## config.mk

```make
export PLATFORM = sky130hd
export DESIGN_NAME = multicycle_control
export DESIGN_NICKNAME = d
export VERILOG_FILES = /design/src/rtl/multicycle_control.sv
export SDC_FILE = /design/constraint.sdc
export NUM_CORES = 1
export LEC_CHECK = 0
export BUFFER_PORTS_ARGS = -buffer_cell sky130_fd_sc_hd__buf_2
export CAP_MARGIN = 20
export CORE_MARGIN = 4
export CORE_UTILIZATION = 45
export CTS_CLUSTER_DIAMETER = 100
export DETAILED_ROUTE_END_ITERATION = 8
export PLACE_DENSITY = 0.71
export SLEW_MARGIN = 20
export SYNTH_ARGS = -nofsm -noshare
export SYNTH_HDL_FRONTEND = slang
export SYNTH_SLANG_ARGS = --single-unit
```

## constraint.sdc

```tcl
create_clock -name clock -period 1.9 [get_ports clock]
set_input_delay 0.285 -clock clock [delete_from_list [all_inputs] [get_ports clock]]
set_output_delay 0.285 -clock clock [all_outputs]
set_load 0.005 [all_outputs]
```

## src/rtl/multicycle_control.sv

```systemverilog
// Sequencing controller for a multi-cycle LEGv8 datapath: drives the datapath
// strobes per step, times out stalled memory requests and counts retirements.
module multicycle_control #(
  parameter int COUNT_WIDTH = 32,
  parameter int MEM_TIMEOUT = 15
) (
  input  logic                   clock,
  input  logic                   reset,
  input  logic [10:0]            opcode,
  input  logic                   zero_alu,
  input  logic                   mem_ready,
  output logic                   pc_write,
  output logic                   pc_source,
  output logic                   ir_write,
  output logic                   mem_read,
  output logic                   mem_write,
  output logic                   mem_is_fetch,
  output logic                   reg_write,
  output logic                   reg_to_loc,
  output logic                   alu_src,
  output logic                   mem_to_reg,
  output logic [1:0]             alu_op,
  output logic                   halted,
  output logic                   illegal_opcode,
  output logic                   bus_error,
  output logic [COUNT_WIDTH-1:0] retired_count
);

  localparam int WW = $clog2(MEM_TIMEOUT + 1);

  typedef enum logic [2:0] {
    S_FETCH, S_DECODE, S_EXECUTE, S_MEMORY, S_WRITEBACK, S_HALT
  } state_t;

  typedef enum logic [2:0] {
    C_NONE, C_RTYPE, C_LDUR, C_STUR, C_CBZ, C_B
  } class_t;

  state_t          state_reg, state_next;
  class_t          class_reg, class_next, class_dec;
  logic [WW-1:0]   wait_reg, wait_next;
  logic            illegal_next, bus_error_next, retire;
  logic            timeout;

  // Exact encodings take priority over the masked CBZ and B patterns.
  always_comb begin
    class_dec = C_NONE;
    if (opcode == 11'b10001011000 || opcode == 11'b11001011000 ||
        opcode == 11'b10001010000 || opcode == 11'b10101010000)
      class_dec = C_RTYPE;
    else if (opcode == 11'b11111000010)
      class_dec = C_LDUR;
    else if (opcode == 11'b11111000000)
      class_dec = C_STUR;
    else if (opcode[10:3] == 8'b10110100)
      class_dec = C_CBZ;
    else if (opcode[10:5] == 6'b000101)
      class_dec = C_B;
  end

  assign timeout = !mem_ready && (wait_reg == WW'(MEM_TIMEOUT - 1));

  always_comb begin
    state_next     = state_reg;
    class_next     = class_reg;
    wait_next      = '0;
    illegal_next   = illegal_opcode;
    bus_error_next = bus_error;
    retire         = 1'b0;
    pc_write       = 1'b0;
    pc_source      = 1'b0;
    ir_write       = 1'b0;
    mem_read       = 1'b0;
    mem_write      = 1'b0;
    mem_is_fetch   = 1'b0;
    reg_write      = 1'b0;
    reg_to_loc     = 1'b0;
    alu_src        = 1'b0;
    mem_to_reg     = 1'b0;
    alu_op         = 2'b00;
    halted         = 1'b0;
    if (!reset) begin
      case (state_reg)
        S_FETCH: begin
          mem_read     = 1'b1;
          mem_is_fetch = 1'b1;
          if (mem_ready) begin
            ir_write   = 1'b1;
            pc_write   = 1'b1;
            state_next = S_DECODE;
          end else if (timeout) begin
            bus_error_next = 1'b1;
            state_next     = S_HALT;
          end else begin
            wait_next = wait_reg + 1'b1;
          end
        end
        S_DECODE: begin
          class_next = class_dec;
          reg_to_loc = (class_dec == C_STUR) || (class_dec == C_CBZ);
          if (class_dec == C_NONE) begin
            illegal_next = 1'b1;
            state_next   = S_HALT;
          end else begin
            state_next = S_EXECUTE;
          end
        end
        S_EXECUTE: begin
          case (class_reg)
            C_RTYPE: begin
              alu_op     = 2'b10;
              state_next = S_WRITEBACK;
            end
            C_LDUR, C_STUR: begin
              alu_src    = 1'b1;
              reg_to_loc = (class_reg == C_STUR);
              state_next = S_MEMORY;
            end
            C_CBZ: begin
              reg_to_loc = 1'b1;
              alu_op     = 2'b01;
              pc_write   = zero_alu;
              pc_source  = zero_alu;
              retire     = 1'b1;
              state_next = S_FETCH;
            end
            C_B: begin
              pc_write   = 1'b1;
              pc_source  = 1'b1;
              retire     = 1'b1;
              state_next = S_FETCH;
            end
            default: state_next = S_HALT;
          endcase
        end
        S_MEMORY: begin
          alu_src    = 1'b1;
          mem_read   = (class_reg == C_LDUR);
          mem_write  = (class_reg == C_STUR);
          reg_to_loc = (class_reg == C_STUR);
          if (mem_ready) begin
            retire     = (class_reg == C_STUR);
            state_next = (class_reg == C_STUR) ? S_FETCH : S_WRITEBACK;
          end else if (timeout) begin
            bus_error_next = 1'b1;
            state_next     = S_HALT;
          end else begin
            wait_next = wait_reg + 1'b1;
          end
        end
        S_WRITEBACK: begin
          reg_write  = 1'b1;
          mem_to_reg = (class_reg == C_LDUR);
          retire     = 1'b1;
          state_next = S_FETCH;
        end
        default: begin
          halted     = 1'b1;
          state_next = S_HALT;
        end
      endcase
    end
  end

  always_ff @(posedge clock) begin
    if (reset) begin
      state_reg      <= S_FETCH;
      class_reg      <= C_NONE;
      wait_reg       <= '0;
      illegal_opcode <= 1'b0;
      bus_error      <= 1'b0;
      retired_count  <= '0;
    end else begin
      state_reg      <= state_next;
      class_reg      <= class_next;
      wait_reg       <= wait_next;
      illegal_opcode <= illegal_next;
      bus_error      <= bus_error_next;
      if (retire)
        retired_count <= retired_count + 1'b1;
    end
  end

endmodule

```

==> results.yml <==
clock_tree:
  clockRootBuffer: "clkbuf_8"
  cts_hold_buf: 0
  cts.path.max_buffers: 2
  clk_pin_slew_worst_paths_ps: 80
  cts_max_level: 2
  clock_sinks: 44
  numCtsBuffers: 5
  cts_tree: "built"
  clkLatencyLatePin_ps: 300
setup_path:
  ff2ff_setup_slack_ps: -180
  critPathRequiredTime_ps: 2090
  endpoint_kind: "register"
  setup.worst_path.class: "reg2reg"
  critPathArrivalTime_ps: 2270
  startpoint_type: "register"
  cp_max_fo: 8
timing:
  clock_skew_ps: 16.3
  worst_pin_slew_ps: 525
  timing.final.crit_period_ps: 2080
  hold_viol: 0
  grt_setup_unrepaired: "yes"
  max_freq_mhz: 482
  fin_setup_tns_ps: -2350
  timing.hold.ws_ps: 425
  relSlewSlack: 0.645
  min_period_over_period: 1.09
  fin_ws_ps: -176
  setup_viol: 20
  slew_violations: 0
synthesis:
  synth_area_leaders: "dfxtp_1 (31%), mux2_1 (11%), nor2_1 (6.5%)"
  synth_seq_cells: 44
  async_flop_share: 0
  ys_types: 54
  netlist.area_leader.share: 0.312
  synth-main-ff-cell: "dfxtp_1"
  synthCells: 341
  syn_avg_cell_area_sq_um: 8.27
  synth_edf_count: 0
  ys_seq_area_frac: 0.312
  syn-cell-area_sq_um: 2820
  yosysMostFrequentCell: "nor2_1"
  synth_warnings: 0
  yosys.area.top_type: "dfxtp_1"
  synth_nets: 359
  yosys-top-cells-count: "nor2_1 (49), dfxtp_1 (44), mux2_1 (28)"
global_route:
  grt_pass1_vias: 2903
  grt_start_max_net_pins: 74
  grt-ovfl-total: 0
  antenna_found_initial: 0
  gr-max-usage-layer: "met2"
  grt_pass1_wl_mm: 13.1
  met3_usage: 0.0378
  met1_usage: 0.270
  grt_use_total: 0.211
  grtUsageMet2: 0.365
min_path:
  min-delay-path-class: "in2reg"
status:
  violations: "setup timing"
  status: "finished with violations"
detailed_routing:
  wl_per_cell_microns: 15.9
  firstDrtPassIters: 4
  route.detailed.drc: 0
  drt-vias-per-instance: 5.65
  drt-initial-drc-count: 175
  drt_wl_total_mm: 8.42
  dr_total_vias: 3000
  detail-route-antenna-nets: 0
die:
  die_x_microns: 87.1
  coreArea_sq_um: 5990
  die-height_microns: 87.1
  initial_core_util: 0.471
  dieArea_sq_um: 7590
  row_count: 28
  ios: 62
place:
  dpl.hpwl_mm: 5.46
  place_ws_ps: -228
  placed_cell_area_sq_um: 3580
  dp.cells: 508
  gp_congestion: 0.918
  io_buffers: 61
cells_and_area:
  stdcell_area_sq_um: 4130
  fin_cells: 531
  layout.nets: 474
  final_util: 0.690
  diodes: 0
  largest_reg_flops: 32
  final_layout_size_suffix_gt1_frac: 0.441
  syn_to_final_growth_pct: 46.6
pwr:
  pwr_density_cell_nw_per_um2: 440
  irDropWorstVdd_mv: 0.309
  p_leak_nw: 1.74
  p_total_mw: 1.82
run:
  maxCapViolCount: 0
==> final cells by class <==
cell class | count | area [sq um]
Clock inverter | 1 | 5.00
Tap cell | 75 | 93.8
Sequential cell | 44 | 900
Timing Repair Buffer | 134 | 916
Clock buffer | 6 | 72.6
Inverter | 10 | 41.3
Fill cell | 462 | 1860
Multi-Input combinational cell | 261 | 2100
==> repair_timing <==
action	CTS	global route
setup buffers	5	11
pin swaps	6	14
gates resized for setup	33	46
setup endpoints to repair	27	32
cloned	1	0
==> logic make-up (layout without fill, tap and decap cells) <==
kind of cell,Yosys count,after routing,synth area share
compound gates,60,60,0.171
xor+xnor,3,3,0.00932
fa+ha+maj,3,3,0.0133
buf+inv,36,151,0.0546
flops,44,44,0.312
mux,31,31,0.123
simple gates,164,164,0.316
==> power by group <==
part / leakage, nW / internal (mW) / switching (mW)
registers: 0.361 / 0.937 / 0.0127
logic: 1.34 / 0.130 / 0.166
clock network: 0.0410 / 0.251 / 0.321
total: 1.74 / 1.32 / 0.499
==> layout by cell type, fill, tap and decap left out, types with 5 or more instances in the layout <==
cell and n:
nor3_1 9, mux2_4 10, a2111oi_4 8, buf_4 62, and4_1 7, nand3_1 14
nand2_1 13, inv_1 9, nor2_1 47, clkbuf_8 5, and2_1 7, nand4_1 12
nor2b_1 27, dfxtp_2 9, buf_2 61, mux2_1 18, buf_6 8, a21oi_1 11
dfxtp_1 33
==> final timing paths <==
check | start | end | cells after the start
setup / recovery | class_reg[2] | retired_count[15] | 6
hold / removal | reset | retired_count[8] | 3
setup reg to reg | class_reg[2] | retired_count[15] | 6
hold reg to reg | illegal_opcode | illegal_opcode | 2
==> critical path, stage by stage (launching register included) <==
cell      delay, ps
dfxtp_2         320
nand3b_4        150
buf_6           120
or4_4           650
buf_8           200
a211oi_4        220
mux2_4          320
==> routing by layer <==
layer,vias up,part of all wire
met3,22,0.055
met1,1406,0.43
met4,0,0.027
li1,1467,-
met5,-,0
met2,105,0.49
(Power assumes the default switching activity.)
